**src/rtl/display_scan.sv**
```systemverilog
// display_scan: time-multiplexed 4-digit 7-segment scheduler.
// Shares one segment bus among the hero, obstacle, letter and game-status
// glyphs. Anodes are active-low and one-hot, and a blanking guard at the
// start of every slot prevents ghosting.
// Optional feature macro: DISPLAY_SCAN_BLINK_EN (blinks the display at the
// end of a game, 16 frames on and 16 frames off).
module display_scan #(
    parameter int REFRESH_DIV = 50000,
    parameter int GUARD       = 16
) (
    input  logic       clk,
    input  logic       rst,
    input  logic [6:0] heroe,
    input  logic [6:0] obstaculo,
    input  logic [6:0] letra_out,
    input  logic [2:0] estado,
    input  logic [1:0] W_or_L,
    input  logic       fsm_error,
    output logic [6:0] seg,
    output logic [3:0] an,
    output logic [1:0] slot
);

    localparam int              CNT_W    = (REFRESH_DIV > 1) ? $clog2(REFRESH_DIV) : 1;
    localparam logic [CNT_W-1:0] CNT_LAST = CNT_W'(REFRESH_DIV - 1);
    localparam logic [CNT_W-1:0] GUARD_C  = CNT_W'(GUARD);

    logic [CNT_W-1:0] cnt;
    logic [CNT_W-1:0] cnt_next;
    logic [1:0]       slot_next;
    logic [6:0]       status_glyph;
    logic [6:0]       seg_next;
    logic [3:0]       an_next;
    logic             blink_off;

    // Dwell counter advance; the slot moves on at the terminal count.
    always_comb begin
        // NOTE: every always_comb output gets a default first so no path can infer a latch.
        cnt_next  = cnt + 1'b1;
        slot_next = slot;
        if (cnt == CNT_LAST) begin
            cnt_next  = '0;
            slot_next = slot + 2'd1;
        end
    end

    // Status glyph: error beats win/loss, which beats the state digit.
    always_comb begin
        status_glyph = 7'b0000000;
        if (fsm_error || W_or_L == 2'b11) begin
            status_glyph = 7'b1111001;              // E
        end else if (W_or_L == 2'b01) begin
            status_glyph = 7'b0111101;              // G
        end else if (W_or_L == 2'b10) begin
            status_glyph = 7'b0111000;              // L
        end else begin
            case (estado)
                3'd0:    status_glyph = 7'b0111111;
                3'd1:    status_glyph = 7'b0000110;
                3'd2:    status_glyph = 7'b1011011;
                3'd3:    status_glyph = 7'b1001111;
                3'd4:    status_glyph = 7'b1100110;
                3'd5:    status_glyph = 7'b1101101;
                3'd6:    status_glyph = 7'b1111101;
                default: status_glyph = 7'b0000111;
            endcase
        end
    end

    // Segment source selected by the current slot. The bus changes source one
    // cycle into the new slot, well inside the blanked guard window.
    always_comb begin
        seg_next = heroe;
        case (slot)
            2'd0:    seg_next = heroe;
            2'd1:    seg_next = obstaculo;
            2'd2:    seg_next = letra_out;
            default: seg_next = status_glyph;
        endcase
    end

`ifdef DISPLAY_SCAN_BLINK_EN
    logic [4:0] frame;
    logic [4:0] frame_next;
    logic       game_over;

    // Frame counter runs only while a win/loss is shown. Leaving that state
    // clears it, which also forces the blink phase back on.
    always_comb begin
        game_over  = (W_or_L == 2'b01 || W_or_L == 2'b10) && !fsm_error;
        frame_next = frame;
        if (!game_over) begin
            frame_next = '0;
        end else if (cnt == CNT_LAST && slot == 2'd3) begin
            frame_next = frame + 5'd1;
        end
        blink_off = game_over && frame_next[4];
    end

    // Frame counter register.
    always_ff @(posedge clk or posedge rst) begin
        if (rst) begin
            frame <= '0;
        end else begin
            frame <= frame_next;
        end
    end
`else
    // Steady display: the blink phase is always on.
    always_comb begin
        blink_off = 1'b0;
    end
`endif

    // Anodes follow the position being entered, so they switch on exactly at
    // the edge where the counter reaches the end of the guard.
    always_comb begin
        an_next = ~(4'b0001 << slot_next);
        if (cnt_next < GUARD_C || blink_off) begin
            an_next = 4'b1111;
        end
    end

    // Scheduler state and registered display outputs.
    always_ff @(posedge clk or posedge rst) begin
        if (rst) begin
            cnt  <= '0;
            slot <= 2'd0;
            seg  <= 7'b0000000;
            an   <= 4'b1111;
        end else begin
            // NOTE: sequential state uses non-blocking assignments so every register samples pre-edge values.
            cnt  <= cnt_next;
            slot <= slot_next;
            seg  <= seg_next;
            an   <= an_next;
        end
    end

endmodule

```
**config.mk**
```make
export PLATFORM = sky130hd
export DESIGN_NAME = display_scan
export DESIGN_NICKNAME = d
export VERILOG_FILES = /design/src/rtl/display_scan.sv
export SDC_FILE = /design/constraint.sdc
export NUM_CORES = 1
export LEC_CHECK = 0
export ABC_AREA = 1
export BUFFER_PORTS_ARGS = -buffer_cell sky130_fd_sc_hd__buf_2
export CAP_MARGIN = 20
export CORE_MARGIN = 2
export CORE_UTILIZATION = 57
export DETAILED_ROUTE_END_ITERATION = 10
export PLACE_DENSITY = 0.88
export SYNTH_ARGS = -nofsm -noshare
export SYNTH_HDL_FRONTEND = slang
export SYNTH_SLANG_ARGS = --single-unit
export TNS_END_PERCENT = 10
```
**constraint.sdc**
```tcl
create_clock -name clk -period 3.3 [get_ports clk]
set_input_delay 0.66 -clock clk [delete_from_list [all_inputs] [get_ports clk]]
set_output_delay 0.66 -clock clk [all_outputs]
set_load 0.05 [all_outputs]
```
# == Word level (Yosys, flattened, before mapping) ==
# Index checks and enable logic that the tools add are counted.
# op_classes
muxes,8
n_div,0
add_sub_neg,2
n_eq_ne,12
n_mul,0
n_lt_le_gt_ge,1
n_reduce_logical,3
bitwise_logic,1
shifts,1
# ops
operator,n
7-bit one-hot mux with 7 select lines,1
7-bit 2-to-1 mux,3
7-bit one-hot mux with 3 select lines,1
16-bit by 1-bit adder with 16-bit output (second input constant),1
16-bit equality test (second input constant),1
16-bit by 5-bit < comparator with 1-bit output (second input constant),1
16-bit 2-to-1 mux,1
3-bit equality test (second input constant),3
2-bit equality test (second input constant),3
3-bit by 2-bit equality test with 1-bit output (second input constant),2
2-bit by 1-bit equality test with 1-bit output (second input constant),2
4-bit 2-to-1 mux,1
4-bit NOT,1
1-bit by 2-bit left shift with 4-bit output (first input constant),1
3-bit by 1-bit equality test with 1-bit output (second input constant),1
3-bit logical NOT,1
2-bit by 1-bit adder with 2-bit output (second input constant),1
2-bit logical NOT,1
2-bit 2-to-1 mux,1
1-bit logical OR,1
# totals
ramBits,0
input_bits,29
latch_bits,0
elab_cells,32
mem_count,0
out_inout_bits,13
mem_bits_ro,0
register_bits,29

# == Longest topological paths before layout ==
# Gate-level depths: netlist (run 1).
# depth
ltp_word,6
depth_mapped,11
depth_no_buf,11

# == Worst setup path before layout (run 1) ==
# Ideal clock, no wire load.
# synth_timing
path_type,register -> register
from,reg slot[0]
to,reg seg[3]
stages_incl_launch_ff,9
synth_period_minus_slack_ps,1683
slack_ps,1617
arrival_time_ps,1553
required_ps,3169
path_buffers,0
setup_time_ps,131
cell_sequence,dfrtp_1 > ha_1 > inv_1 > nor2_1 > nand2_1 > nor2_1 > nand2_1 > inv_1 > a21oi_1
# synth_between
elab_chain_cells,2
elab_cells_between_ends,4
classes_between,eq/ne: 2; mux: 1; reduce/logical: 1
# synth_lines
element,line,source
from (decl),21,output logic [1:0] slot
from (signal assigned),134,slot <= slot_next;
2-bit equality test (tied with other cells),74,case (slot)
7-bit one-hot mux with 3 select lines (*),74,
via seg_next[3],32,logic [6:0] seg_next;
to (signal assigned),135,seg <= seg_next;
to (decl),19,"output logic [6:0] seg,"
# The timed path passes the listed nets; every way through them passes the cells marked *.

# == Worst setup path after layout (run 1) ==
# layout_timing
from,reg an[1]
to,out an[1]
# layout_lines
element,line,source
from (decl),20,"output logic [3:0] an,"
from (signal assigned),136,an <= an_next;
# No word-level cell between the ends.

==> impl_results.rst, run 1 <==
.. list-table::
   :header-rows: 1

   * - Metric
     - Value
   * - Post-DP HPWL
     - between 2000 and 3000 um
   * - Synth Warn #
     - 0
   * - Top-level port count
     - 42
   * - Number of distinct library cells after synthesis
     - 28
   * - CTS tree
     - built
   * - Class of the most critical hold timing path
     - primary input to async pin
   * - Status
     - complete, no violations
   * - Hold violation total from the final report
     - 0
   * - Post-route clock period utilization
     - 53.2%
   * - Clock sink total
     - 29
   * - Antenna violations before repair
     - 0
   * - Post-synthesis area per instance
     - a little over 7 um^2
   * - Pin count of the biggest net entering global routing
     - 30
   * - Total vias in the final route
     - 1629
   * - Post-DRT Antenna Nets
     - 0
   * - Instance area at placement
     - 1940 um^2
   * - MaxCap Viol Count
     - 0
   * - Total power
     - between 600 and 700 uW
   * - Fraction of final layout cells with drive strength greater than 1
     - roughly 23%
   * - Pins Over Slew Limit
     - 0
   * - Post-synth top area cell
     - sky130_fd_sc_hd__dfrtp_1
   * - Number of I/O port buffers
     - 41
   * - Area inside the core boundary
     - ~2800 um^2
   * - DP Worst Slack
     - around 1.6 ns
   * - Min setup slack post-route
     - 1.54 ns
   * - Slowest Stage Delay on Critical Path
     - between 0.5 and 0.6 ns
   * - Max Root-Sink Buffers
     - 2
   * - Depth of the CTS H-tree
     - 2
   * - Initial Utilization
     - 60.6%
   * - Num rows
     - 19
   * - Crit end category
     - primary output
   * - Wire length of the first global-routing pass
     - between 6000 and 7000 um
   * - Worst-margin pin slew
     - roughly 0.40 ns
   * - TritonCTS buffer count
     - 5
   * - Number of flip-flops and latches in the synthesized netlist
     - 29
   * - Accumulated negative setup slack
     - 0 ns
   * - Iteration-0 DRC Markers
     - 87
   * - Post-Route WL
     - around 3700 um
   * - Setup repair after global routing missed its margin
     - false
   * - Critical path buffer and inverter count
     - 1
   * - Buffers inserted by post-CTS timing repair
     - 0
   * - Count of endpoints failing setup in the final report
     - 0
   * - Via count of the first global-routing pass
     - about 1500
   * - Share of the yosys chip area belonging to registers
     - approximately 43%
   * - Clock insertion delay at the later pin of the skew report
     - between 0.3 and 0.4 ns
   * - Post-Place Cells
     - between 300 and 400
   * - Clock-pin slew reported for the worst setup and hold paths after clock tree synthesis
     - approximately 0.090 ns
   * - Aggregate global-route resource usage
     - around a quarter
   * - Post-synth net total
     - 268
   * - Net count, final
     - ~320
   * - Wire per inst
     - roughly 12 um
   * - Count of placed standard cells in the final layout, fillers left out
     - 315
   * - Number of instances in the synthesized netlist
     - ~230
   * - Power per Cell Area
     - about 330 nW/um^2
   * - Worst slew margin relative to its limit
     - about 73%
   * - GP Congestion
     - about 0.96
   * - Maximum fanout encountered on the critical timing path
     - 1
   * - Pre-Repair DR Iteration Count
     - 4
   * - Post-synth design cell area
     - 1700 um^2
   * - Fmax
     - roughly 570 MHz
   * - Chip Width
     - between 50 and 60 um
   * - Critical path start-end classification
     - flip-flop to primary output
   * - Met2 usage in global routing
     - about 39%
   * - Summed area of non-filler cells in the final layout
     - a little over 2000 um^2
   * - Worst clock skew on the final layout
     - 0.00568 ns
   * - Worst path arrival time
     - 1.10 ns
   * - DIE HEIGHT
     - approximately 59 um
   * - Leak pwr
     - between 0.001 and 0.0015 uW
   * - Antenna diode count
     - 0
   * - Met1 Resource Use GR
     - a little under 30%
   * - CP top delay family
     - flip-flops
   * - Peak supply drop
     - just over 0.2 mV
   * - Kind of start point of the critical path
     - flip-flop
   * - Cts hold-fix bufs
     - 0
   * - Final routed DRC violation total
     - 0
   * - Area growth from synthesis to final layout
     - 20.1%
   * - Area share of the largest cell type after synthesis
     - a little under two fifths
   * - CTS root buf
     - sky130_fd_sc_hd__clkbuf_4
   * - Count of cells resized by post-cts repair
     - 0
   * - Cell chain of the critical path
     - buf_2
   * - Die ar.
     - 3440 um^2
   * - Data required time of the worst path
     - about 2.6 ns
   * - Final global-route overflow total
     - 0
   * - Cell types with the largest area share after synthesis
     - sky130_fd_sc_hd__dfrtp_1 (37%), sky130_fd_sc_hd__nand2_1 (15%), sky130_fd_sc_hd__inv_1 (8.4%), sky130_fd_sc_hd__nor2_1 (7.7%), sky130_fd_sc_hd__dfstp_2 (6.2%)
   * - Via-to-Cell Ratio
     - approximately 5.2
   * - Top Usage Layer GRT
     - met2
   * - M3 GR Usage
     - 7.25%
   * - Cell type of the slowest stage on the worst timing path
     - sky130_fd_sc_hd__dfstp_2
   * - Period minus WS final
     - 1.76 ns
## placed cells by master, fill, tap and decap left out, types with 2 or more instances in the layout
cell,synthesis,layout
sky130_fd_sc_hd__o21ai_0,4,4
sky130_fd_sc_hd__clkbuf_8,0,2
sky130_fd_sc_hd__nand4_1,6,6
sky130_fd_sc_hd__o21bai_1,2,2
sky130_fd_sc_hd__clkbuf_4,0,5
sky130_fd_sc_hd__nand2_1,67,67
sky130_fd_sc_hd__nand3_1,18,18
sky130_fd_sc_hd__inv_1,38,38
sky130_fd_sc_hd__nor2_4,2,2
sky130_fd_sc_hd__a21oi_1,6,6
sky130_fd_sc_hd__xor2_1,2,2
sky130_fd_sc_hd__dfrtp_1,25,25
sky130_fd_sc_hd__a221oi_1,3,3
sky130_fd_sc_hd__ha_1,5,5
sky130_fd_sc_hd__inv_2,3,3
sky130_fd_sc_hd__nor2_1,35,35
sky130_fd_sc_hd__xnor2_1,2,2
sky130_fd_sc_hd__dfstp_2,4,4
sky130_fd_sc_hd__buf_2,0,41
## worst paths after layout
kind | slack (ns) | cells past startpoint | startpoint | endpoint
worst max-delay path | 1.54 | 1 | an[1]$_DFF_PP1_ | an[1]
worst min-delay path | 0.30 | 2 | rst | cnt[9]$_DFF_PP0_
worst max register to register | 1.55 | 10 | cnt[0]$_DFF_PP0_ | an[2]$_DFF_PP1_
worst min register to register | 0.49 | 1 | cnt[0]$_DFF_PP0_ | cnt[0]$_DFF_PP0_
max in group asynchronous | 2.49 | 3 | rst | an[2]$_DFF_PP1_
min in group clk | 0.49 | 1 | cnt[0]$_DFF_PP0_ | cnt[0]$_DFF_PP0_
## where the power goes
group	total (uW)	leakage, uW	switching (uW)	internal, uW
Clock	245	0.0000413	122	123
Sequential	361	0.000361	1.04	360
Combinational	62.5	0.000758	38.7	23.8
Total	668	0.00116	162	507
## layer usage
metal  vias up  routed length, um  share of wire, %
met2        62               1830                49
met4         0                 57               1.5
met3         8                259               7.0
met5         -                  0                 0
met1       725               1560                42
li1        834                  -                 -
## cell usage after synthesis
library cell,count
sky130_fd_sc_hd__nand2_2,1
sky130_fd_sc_hd__xor2_1,2
sky130_fd_sc_hd__inv_2,3
sky130_fd_sc_hd__o21bai_1,2
sky130_fd_sc_hd__dfrtp_1,25
sky130_fd_sc_hd__nand3_1,18
sky130_fd_sc_hd__xnor2_1,2
sky130_fd_sc_hd__a21o_1,1
sky130_fd_sc_hd__nand3_2,1
sky130_fd_sc_hd__or2_2,1
sky130_fd_sc_hd__nand4_1,6
sky130_fd_sc_hd__o21ai_2,1
sky130_fd_sc_hd__nand2_1,67
sky130_fd_sc_hd__a21oi_1,6
sky130_fd_sc_hd__nor2_1,35
sky130_fd_sc_hd__nor3_1,1
sky130_fd_sc_hd__a32oi_1,1
sky130_fd_sc_hd__a31oi_1,1
sky130_fd_sc_hd__nor2_2,1
sky130_fd_sc_hd__inv_1,38
sky130_fd_sc_hd__nand2_4,1
sky130_fd_sc_hd__a221oi_1,3
sky130_fd_sc_hd__dfstp_2,4
sky130_fd_sc_hd__nor2_4,2
sky130_fd_sc_hd__ha_1,5
sky130_fd_sc_hd__o31ai_1,1
sky130_fd_sc_hd__a32o_1,1
sky130_fd_sc_hd__o21ai_0,4
## final cells by class
| cell class | instances | area [um^2] |
|---|---|---|
| clock buffer | 7 | 65.1 |
| clock inverter | 1 | 5.00 |
| sequential | 29 | 731 |
| fill | 239 | 763 |
| multi-input combinational | 164 | 816 |
| timing repair buffer | 42 | 233 |
| inverter | 41 | 154 |
| tap | 31 | 38.8 |
## kinds of logic (layout without fill, tap and decap cells)
logic type | count (synthesis) | count (layout) | synth area share, %
buffers and inverters | 41 | 91 | 9.05
xor gates and xnor gates | 4 | 4 | 2.06
DFF | 29 | 29 | 43.0
adders and majority gates | 5 | 5 | 3.68
and+or+nand+nor | 134 | 134 | 34.0
AOI/OAI and AO/OA | 21 | 21 | 8.24
## state kept, by name, indices dropped and copies added, names as in the netlist
name and count:
cnt 16, seg 7, an 4, slot 2
## through the flow
stage | util [%] | hold slack, ns
2_1_floorplan | - | 0.450
3_3_place_gp | 69.3 | 0.464
3_5_place_dp | 69.3 | 0.487
4_1_cts | 71.8 | 0.497
5_1_grt | 72.8 | 0.311
6_report | 72.8 | 0.300
(Power assumes the default switching activity.)
==> run 2: changes to the inputs <==
--- a/config.mk
+++ b/config.mk
@@ -9,9 +9,9 @@
 export BUFFER_PORTS_ARGS = -buffer_cell sky130_fd_sc_hd__buf_2
 export CAP_MARGIN = 20
 export CORE_MARGIN = 2
-export CORE_UTILIZATION = 57
+export CORE_UTILIZATION = 48
 export DETAILED_ROUTE_END_ITERATION = 10
-export PLACE_DENSITY = 0.88
+export PLACE_DENSITY = 0.79
 export SYNTH_ARGS = -nofsm -noshare
 export SYNTH_HDL_FRONTEND = slang
 export SYNTH_SLANG_ARGS = --single-unit
==> constraint.sdc (replaced) <==
create_clock -name clk -period 1.5 [get_ports clk]
set_input_delay 0.3 -clock clk [delete_from_list [all_inputs] [get_ports clk]]
set_output_delay 0.3 -clock clk [all_outputs]
set_load 0.05 [all_outputs]
==> impl_results.rst, run 2 (same netlist as run 1, synthesis figures left out) <==
.. list-table::
   :header-rows: 1

   * - Metric
     - Value
   * - Beginning of the worst register-to-register path
     - cnt[1]$_DFF_PP0_ (was cnt[0]$_DFF_PP0_)
   * - Number of flip-flops under the largest register name
     - 16 (unchanged)
   * - Top Registers
     - cnt: 16 flops, seg: 7 flops, an: 4 flops (unchanged)
   * - Pin count of the biggest net entering global routing
     - 30 (unchanged)
   * - Post-DP HPWL
     - 3150 um (was 2890 um)
   * - Max Root-Sink Buffers
     - 2 (unchanged)
   * - Count of endpoints failing setup in the final report
     - 4 (was 0)
   * - CTS tree
     - built (unchanged)
   * - Iteration-0 DRC Markers
     - 68 (was 87)
   * - Worst-margin pin slew
     - 0.349 ns (was 0.397 ns)
   * - Pre-Repair DR Iteration Count
     - 4 (unchanged)
   * - CTS root buf
     - sky130_fd_sc_hd__clkbuf_4 (unchanged)
   * - Worst slew margin relative to its limit
     - 76.7% (was 73.5%)
   * - Wire per inst
     - 11.6 um (was 11.8 um)
   * - Number of I/O port buffers
     - 41 (unchanged)
   * - Most flops, register
     - cnt (unchanged)
   * - Fmax
     - between 600 and 700 MHz
   * - TritonCTS buffer count
     - 5 (unchanged)
   * - Antenna violations before repair
     - 0 (unchanged)
   * - Final core utilization
     - 71.0% (was 72.8%)
   * - Antenna diode count
     - 0 (unchanged)
   * - Post-route clock period utilization
     - 107%
   * - Depth of the CTS H-tree
     - 2 (unchanged)
   * - Power per Cell Area
     - 665 nW/um^2 (was 327 nW/um^2)
   * - Maximum fanout encountered on the critical timing path
     - 8 (was 1)
   * - # fillers
     - 275 (was 239)
   * - Via-to-Cell Ratio
     - 4.95 (was 5.17)
   * - Endpoint of the lowest-slack register-to-register path
     - an[0]$_DFF_PP1_ (was an[2]$_DFF_PP1_)
   * - Violated checks
     - negative setup slack
   * - Pins Over Slew Limit
     - 0 (unchanged)
   * - Class of the most critical hold timing path
     - primary input to async pin (unchanged)
   * - Min setup slack post-route
     - -0.104 ns (was 1.54 ns)
   * - Hold violation total from the final report
     - 0 (unchanged)
   * - Cts hold-fix bufs
     - 0 (unchanged)
   * - Clock insertion delay at the later pin of the skew report
     - 0.32 ns (about the same)
   * - Critical path start-end classification
     - flip-flop to flip-flop (was flip-flop to primary output)
   * - Leading cell type in the layout, fill and taps excluded
     - sky130_fd_sc_hd__nand2_1 (unchanged)
   * - Worst path arrival time
     - 1.87 ns (was 1.10 ns)
   * - Clock sink total
     - 29 (unchanged)
   * - Fraction of final layout cells with drive strength greater than 1
     - 37.4% (was 22.9%)
   * - Area inside the core boundary
     - 3360 um^2 (was 2810 um^2)
   * - Cell depth of the worst flop-to-flop path
     - 11 (was 10)
   * - Initial Utilization
     - 50.6% (was 60.6%)
   * - Cell type of the slowest stage on the worst timing path
     - sky130_fd_sc_hd__dfrtp_1 (was sky130_fd_sc_hd__dfstp_2)
   * - Clock-pin slew reported for the worst setup and hold paths after clock tree synthesis
     - 0.10 ns (was 0.09 ns)
   * - Post-DRT Antenna Nets
     - 0 (unchanged)
   * - Count of placed standard cells in the final layout, fillers left out
     - 359 (was 315)
   * - Top-level port count
     - 42 (unchanged)
   * - Post-Route WL
     - 4160 um (was 3710 um)
   * - Die ar.
     - 4030 um^2 (was 3440 um^2)
   * - Leak pwr
     - 0.00131 uW (was 0.00116 uW)
   * - DIE HEIGHT
     - 63.5 um (was 58.6 um)
   * - Final global-route overflow total
     - 0 (unchanged)
   * - MaxCap Viol Count
     - 0 (unchanged)
   * - Crit end category
     - flip-flop (was primary output)
   * - Commonest cells after routing, fill and taps aside
     - sky130_fd_sc_hd__nand2_1 (64), sky130_fd_sc_hd__buf_2 (41), sky130_fd_sc_hd__inv_1 (37), sky130_fd_sc_hd__buf_4 (30), sky130_fd_sc_hd__nor2_1 (26) (was sky130_fd_sc_hd__nand2_1 (67), sky130_fd_sc_hd__buf_2 (41), sky130_fd_sc_hd__inv_1 (38), sky130_fd_sc_hd__nor2_1 (35), sky130_fd_sc_hd__dfrtp_1 (25))
   * - Post-Place Cells
     - 346 (was 306)
   * - Aggregate global-route resource usage
     - 21.8% (was 23.9%)
   * - R2r setup slk
     - -0.10 ns (was 1.55 ns)
   * - Cell chain of the critical path
     - ha_4 > nand2_4 > nor2_4 > inv_4 > nor2_4 > nand2_4 > nand3_2 > nand2_2 > nor2_4 > nand3_2 > nand2_1 (was buf_2)
   * - GP Congestion
     - 0.899 (was 0.961)
   * - Peak supply drop
     - 0.399 mV (was 0.206 mV)
   * - Wire length of the first global-routing pass
     - 6850 um (was 6180 um)
   * - Num rows
     - 21 (was 19)
   * - Final routed DRC violation total
     - 0 (unchanged)
   * - DP Worst Slack
     - -0.142 ns (was 1.56 ns)
   * - Chip Width
     - 63.5 um (was 58.6 um)
   * - Net count, final
     - 346 (was 317)
   * - Slowest Stage Delay on Critical Path
     - 0.42 ns (was 0.53 ns)
   * - Area growth from synthesis to final layout
     - 40.5% (was 20.1%)
   * - Worst clock skew on the final layout
     - 0.00991 ns (was 0.00568 ns)
   * - Via count of the first global-routing pass
     - 1636 (was 1527)
   * - Total vias in the final route
     - 1777 (was 1629)
   * - Data required time of the worst path
     - 1.76 ns (was 2.64 ns)
   * - Period minus WS final
     - roughly 1.6 ns
   * - Most Frequent Cell on Critical Path
     - sky130_fd_sc_hd__nor2_4
   * - Status
     - finished, violations left (was complete, no violations)
   * - Setup repair after global routing missed its margin
     - true (was false)
   * - Kind of start point of the critical path
     - flip-flop (unchanged)
[run 2: metal layers]
layer / track usage (%) / up-vias / routed length (um) / share of wire (%)
met1: 26.7 / 825 / 1760 / 42
met2: 37.9 / 55 / 2120 / 51
li1: - / 889 / - / -
met4: 6.52 / 0 / 78 / 1.9
met3: 5.00 / 8 / 194 / 4.7
met5: 0 / - / 0 / 0
[run 2: final cells by class]
cell class,instances,area (um^2),area share (%)
Inverter,41,156,6.55
Multi-Input combinational cell,164,925,38.7
Tap cell,46,57.6,2.41
Timing Repair Buffer,71,430,18.0
Clock inverter,1,30.0,1.26
Clock buffer,7,55.1,2.30
Sequential cell,29,734,30.7
[run 2: worst max-delay path: cells and delay by family, from the launching register on]
family	cells	cell delay, ns
flip-flops	1	0.42
buffers and inverters	1	0.06
AND/OR/NAND/NOR	9	0.89
adder cells (fa/ha/maj)	1	0.17
[run 2: how the worst max path moves through the flow]
stage | startpoint | end | slack [ns] | depth (start not counted)
after floorplan | cnt[0]$_DFF_PP0_ | an[2]$_DFF_PP1_ | -0.01 | 11
after detailed placement | cnt[0]$_DFF_PP0_ | an[3]$_DFF_PP1_ | -0.14 | 11
after CTS | cnt[0]$_DFF_PP0_ | an[3]$_DFF_PP1_ | -0.09 | 9
after global placement | cnt[0]$_DFF_PP0_ | an[1]$_DFF_PP1_ | -0.12 | 11
final | cnt[1]$_DFF_PP0_ | an[0]$_DFF_PP1_ | -0.10 | 11
after global routing | cnt[7]$_DFF_PP0_ | an[0]$_DFF_PP1_ | -0.25 | 8
[run 2: report_power, final]
| part | switching [uW] | total [uW] | internal [uW] |
|---|---|---|---|
| logic | 86.2 | 134 | 47.5 |
| registers | 1.71 | 793 | 791 |
| clock network | 265 | 663 | 398 |
| total | 353 | 1590 | 1240 |
[run 2: per-stage QoR]
step,hold slack (ns),setup TNS [ns],area [um^2],total power (uW)
2_1_floorplan,0.375,-0.0408,1730,881
3_3_place_gp,0.381,-0.479,2180,941
4_1_cts,0.0234,-0.331,2280,1600
5_1_grt,0.0495,-1.29,2390,1650
3_5_place_dp,0.381,-0.554,2180,941
6_report,0.0233,-0.384,2390,1590
[run 2: repair_timing]
item                                    CTS  global route
buffers inserted                          1             4
endpoints found under the setup margin    4            14
resized for setup                         4            22
pin swaps                                 0            10
==> run 3: changes to the inputs <==
--- a/config.mk
+++ b/config.mk
@@ -5,13 +5,12 @@
 export SDC_FILE = /design/constraint.sdc
 export NUM_CORES = 1
 export LEC_CHECK = 0
-export ABC_AREA = 1
 export BUFFER_PORTS_ARGS = -buffer_cell sky130_fd_sc_hd__buf_2
 export CAP_MARGIN = 20
 export CORE_MARGIN = 2
-export CORE_UTILIZATION = 48
+export CORE_UTILIZATION = 54
 export DETAILED_ROUTE_END_ITERATION = 10
-export PLACE_DENSITY = 0.79
+export PLACE_DENSITY = 0.83
 export SYNTH_ARGS = -nofsm -noshare
 export SYNTH_HDL_FRONTEND = slang
 export SYNTH_SLANG_ARGS = --single-unit
==> constraint.sdc (replaced) <==
create_clock -name clk -period 1.7 [get_ports clk]
set_input_delay 0.34 -clock clk [delete_from_list [all_inputs] [get_ports clk]]
set_output_delay 0.34 -clock clk [all_outputs]
set_load 0.05 [all_outputs]
==> impl_results.rst, run 3 <==
.. list-table::
   :header-rows: 1

   * - Metric
     - Value
   * - Depth of the CTS H-tree
     - 2 (unchanged)
   * - Top-level port count
     - 42 (unchanged)
   * - Via-to-Cell Ratio
     - 5.54 (was 4.95)
   * - DIE HEIGHT
     - 62.4 um (was 63.5 um)
   * - Number of distinct library cells after synthesis
     - 53 (was 28)
   * - Cts hold-fix bufs
     - 0 (unchanged)
   * - Antenna diode count
     - 0 (unchanged)
   * - Setup repair after global routing missed its margin
     - true (unchanged)
   * - Cell with the most instances after synthesis
     - sky130_fd_sc_hd__dfrtp_1 (was sky130_fd_sc_hd__nand2_1)
   * - Area inside the core boundary
     - 3310 um^2 (was 3360 um^2)
   * - Top Registers
     - cnt: 16 flops, seg: 7 flops, an: 4 flops (unchanged)
   * - Post-synth top area cell
     - sky130_fd_sc_hd__dfrtp_1 (unchanged)
   * - Leak pwr
     - 0.00113 uW (was 0.00131 uW)
   * - Total power
     - 1450 uW (was 1590 uW)
   * - Number of I/O port buffers
     - 41 (unchanged)
   * - Iteration-0 DRC Markers
     - 131 (was 68)
   * - Post-synthesis area per instance
     - 10.1 um^2 (was 7.27 um^2)
   * - Post-Route WL
     - 4980 um (was 4160 um)
   * - Status
     - finished, violations left (unchanged)
   * - Most flops, register
     - cnt (unchanged)
   * - Area growth from synthesis to final layout
     - 38.3% (was 40.5%)
   * - Count of flip-flops with a built-in enable after synthesis
     - 0 (unchanged)
   * - Wire per inst
     - 16.1 um (was 11.6 um)
   * - Hold violation total from the final report
     - 0 (unchanged)
   * - Area share of the largest cell type after synthesis
     - 34.0% (was 36.8%)
   * - Count of endpoints failing setup in the final report
     - 15 (was 4)
   * - Net count, final
     - 297 (was 346)
   * - Data required time of the worst path
     - 1.96 ns (was 1.76 ns)
   * - Worst clock skew on the final layout
     - 0.0111 ns (was 0.00991 ns)
   * - CTS tree
     - built (unchanged)
   * - Beginning of the worst register-to-register path
     - cnt[5]$_DFF_PP0_ (was cnt[1]$_DFF_PP0_)
   * - Met2 usage in global routing
     - 47.6% (was 37.9%)
   * - Maximum fanout encountered on the critical timing path
     - 5 (was 8)
   * - Max Root-Sink Buffers
     - 2 (unchanged)
   * - Summed area of non-filler cells in the final layout
     - 2540 um^2 (was 2390 um^2)
   * - Via count of the first global-routing pass
     - 1784 (was 1636)
   * - Wire length of the first global-routing pass
     - 8370 um (was 6850 um)
   * - Kind of start point of the critical path
     - flip-flop (unchanged)
   * - MaxCap Viol Count
     - 0 (unchanged)
   * - Number of flip-flops and latches in the synthesized netlist
     - 29 (unchanged)
   * - Power per Cell Area
     - 568 nW/um^2 (was 665 nW/um^2)
   * - Num rows
     - 21 (unchanged)
   * - Chip Width
     - 62.4 um (was 63.5 um)
   * - Fmax
     - 522 MHz (was 623 MHz)
   * - Period minus WS final
     - 1.92 ns (was 1.60 ns)
   * - Leading cell type in the layout, fill and taps excluded
     - sky130_fd_sc_hd__buf_4 (was sky130_fd_sc_hd__nand2_1)
   * - Most instantiated flip-flop cell in the synthesis netlist
     - sky130_fd_sc_hd__dfrtp_1 (unchanged)
   * - Peak supply drop
     - 0.423 mV (was 0.399 mV)
   * - Crit end category
     - flip-flop (unchanged)
   * - Share of flip-flops with an asynchronous set or reset after synthesis
     - 100% (unchanged)
   * - Worst slew margin relative to its limit
     - 73.8% (was 76.7%)
   * - Post-DP HPWL
     - 3530 um (was 3150 um)
   * - Violated checks
     - negative setup slack (unchanged)
   * - Final routed DRC violation total
     - 0 (unchanged)
   * - Post-synth design cell area
     - 1840 um^2 (was 1700 um^2)
   * - Leading post-synthesis cells by instance count
     - sky130_fd_sc_hd__dfrtp_1 (25), sky130_fd_sc_hd__nor2_1 (19), sky130_fd_sc_hd__nand2_1 (12), sky130_fd_sc_hd__xnor2_1 (10) (was sky130_fd_sc_hd__nand2_1 (67), sky130_fd_sc_hd__inv_1 (38), sky130_fd_sc_hd__nor2_1 (35), sky130_fd_sc_hd__dfrtp_1 (25), sky130_fd_sc_hd__nand3_1 (18))
   * - Post-route clock period utilization
     - 113% (was 107%)
   * - Fraction of final layout cells with drive strength greater than 1
     - 48.5% (was 37.4%)
   * - Post-DRT Antenna Nets
     - 0 (unchanged)
   * - Pin count of the biggest net entering global routing
     - 30 (unchanged)
   * - Accumulated negative setup slack
     - -2.08 ns (was -0.384 ns)
   * - Pins Over Slew Limit
     - 0 (unchanged)
   * - Synth Warn #
     - 0 (unchanged)
   * - Clock insertion delay at the later pin of the skew report
     - 0.34 ns (was 0.32 ns)
   * - Total vias in the final route
     - 1717 (was 1777)
   * - Critical path start-end classification
     - flip-flop to flip-flop (unchanged)
   * - Die ar.
     - 3890 um^2 (was 4030 um^2)
   * - GP Congestion
     - 1.01 (was 0.899)
   * - Aggregate global-route resource usage
     - 27.5% (was 21.8%)
   * - Commonest cells after routing, fill and taps aside
     - sky130_fd_sc_hd__buf_4 (44), sky130_fd_sc_hd__buf_2 (41), sky130_fd_sc_hd__dfrtp_1 (22), sky130_fd_sc_hd__nor2_1 (19), sky130_fd_sc_hd__nand2_1 (12) (was sky130_fd_sc_hd__nand2_1 (64), sky130_fd_sc_hd__buf_2 (41), sky130_fd_sc_hd__inv_1 (37), sky130_fd_sc_hd__buf_4 (30), sky130_fd_sc_hd__nor2_1 (26))
   * - Worst path arrival time
     - 2.18 ns (was 1.87 ns)
   * - CTS root buf
     - sky130_fd_sc_hd__clkbuf_4 (unchanged)
   * - TritonCTS buffer count
     - 5 (unchanged)
   * - # fillers
     - 209 (was 275)
   * - DP Worst Slack
     - -0.262 ns (was -0.142 ns)
   * - Antenna violations before repair
     - 0 (unchanged)
   * - Number of flip-flops under the largest register name
     - 16 (unchanged)
   * - Post-synth net total
     - 216 (was 268)
   * - Final global-route overflow total
     - 0 (unchanged)
   * - Initial Utilization
     - 55.6% (was 50.6%)
   * - Clock sink total
     - 29 (unchanged)
   * - M3 GR Usage
     - 6.52% (was 5.00%)
   * - Number of instances in the synthesized netlist
     - 182 (was 234)
   * - Worst Setup SP
     - cnt[5]$_DFF_PP0_ (was cnt[1]$_DFF_PP0_)
   * - Worst-margin pin slew
     - 0.391 ns (was 0.349 ns)
   * - Instance area at placement
     - 2330 um^2 (was 2180 um^2)
   * - Cell types with the largest area share after synthesis
     - sky130_fd_sc_hd__dfrtp_1 (34%), sky130_fd_sc_hd__dfstp_2 (5.7%), sky130_fd_sc_hd__xnor2_1 (4.8%), sky130_fd_sc_hd__nor2_1 (3.9%), sky130_fd_sc_hd__xor2_1 (3.8%) (was sky130_fd_sc_hd__dfrtp_1 (37%), sky130_fd_sc_hd__nand2_1 (15%), sky130_fd_sc_hd__inv_1 (8.4%), sky130_fd_sc_hd__nor2_1 (7.7%), sky130_fd_sc_hd__dfstp_2 (6.2%))
   * - Share of the yosys chip area belonging to registers
     - 39.7% (was 43.0%)
   * - Pre-Repair DR Iteration Count
     - 4 (unchanged)
   * - Class of the most critical hold timing path
     - primary input to async pin (unchanged)
   * - Clock-pin slew reported for the worst setup and hold paths after clock tree synthesis
     - 0.10 ns (about the same)
   * - Min setup slack post-route
     - -0.215 ns (was -0.104 ns)
   * - Top Usage Layer GRT
     - met2 (unchanged)
   * - Met1 Resource Use GR
     - 33.1% (was 26.7%)
## run 3: cell count changes after synthesis, sizes merged, moves of 6 or more
cell and delta:
clkbuf +8, inv -36, nand2 -57, nand3 -10
nor2 -19, nor3 +8, xnor2 +9, xor2 +6
## run 3: cell type report
| type | count | area (um^2) | area share (%) |
|---|---|---|---|
| Inverter | 5 | 18.8 | 0.738 |
| Clock inverter | 2 | 37.5 | 1.48 |
| Clock buffer | 6 | 51.3 | 2.02 |
| Multi-Input combinational cell | 135 | 1090 | 42.7 |
| Sequential cell | 29 | 734 | 28.9 |
| Tap cell | 46 | 57.6 | 2.26 |
| Timing Repair Buffer | 87 | 558 | 21.9 |
## run 3: metal layers
metal  share of wire, %  up-vias
met2                 51       76
met3                5.9       16
met5                  0        -
met4                2.5        0
met1                 41      805
li1                   -      820
## run 3: final timing paths
path                                endpoint  slack, ns  depth (start not counted)
hold reg to reg            cnt[12]$_DFF_PP0_       0.61                          2
setup / recovery             an[1]$_DFF_PP1_      -0.22                          6
max in group asynchronous    an[1]$_DFF_PP1_       1.34                          3
setup reg to reg             an[1]$_DFF_PP1_      -0.22                          6
min in group clk            seg[1]$_DFF_PP0_       0.29                          3
hold / removal             cnt[14]$_DFF_PP0_       0.05                          3
## run 3: per-stage QoR
stage / hold WS, ns / instances / utilization [%]
5_1_grt: 0.0871 / 310 / 76.8
6_report: 0.0455 / 310 / 76.8
3_3_place_gp: 0.419 / 299 / 70.5
4_1_cts: 0.0492 / 309 / 74.8
3_5_place_dp: 0.422 / 299 / 70.5
2_1_floorplan: 0.415 / 182 / -
## run 3: power by group
part	switching (uW)	internal, uW	total, uW	leakage (uW)
Combinational	84.0	47.4	131	0.000728
Sequential	2.44	698	701	0.000355
Clock	264	349	614	0.0000445
## run 3: kinds of logic after synthesis
kind of cell	count (synthesis)	synth area share, %
muxes	5	2.99
AOI/OAI and AO/OA	32	13.6
xor gates and xnor gates	19	10.1
DFF	29	39.7
buffers and inverters	18	6.05
and+or+nand+nor	74	24.1
adders and majority gates	5	3.40
## run 3: timing repair
| action | in CTS | in global routing |
|---|---|---|
| buffers inserted | 2 | 1 |
| setup endpoints to repair | 15 | 15 |
| pin swaps | 4 | 5 |
| gates resized for setup | 7 | 12 |
## run 3: critical path: stages, from the launching register on
cell	delay (ns)
sky130_fd_sc_hd__dfrtp_1	0.41
sky130_fd_sc_hd__or4_4	0.55
sky130_fd_sc_hd__nor4_4	0.27
sky130_fd_sc_hd__buf_4	0.20
sky130_fd_sc_hd__xnor2_4	0.16
sky130_fd_sc_hd__nor2b_4	0.20
sky130_fd_sc_hd__o21ai_2	0.05
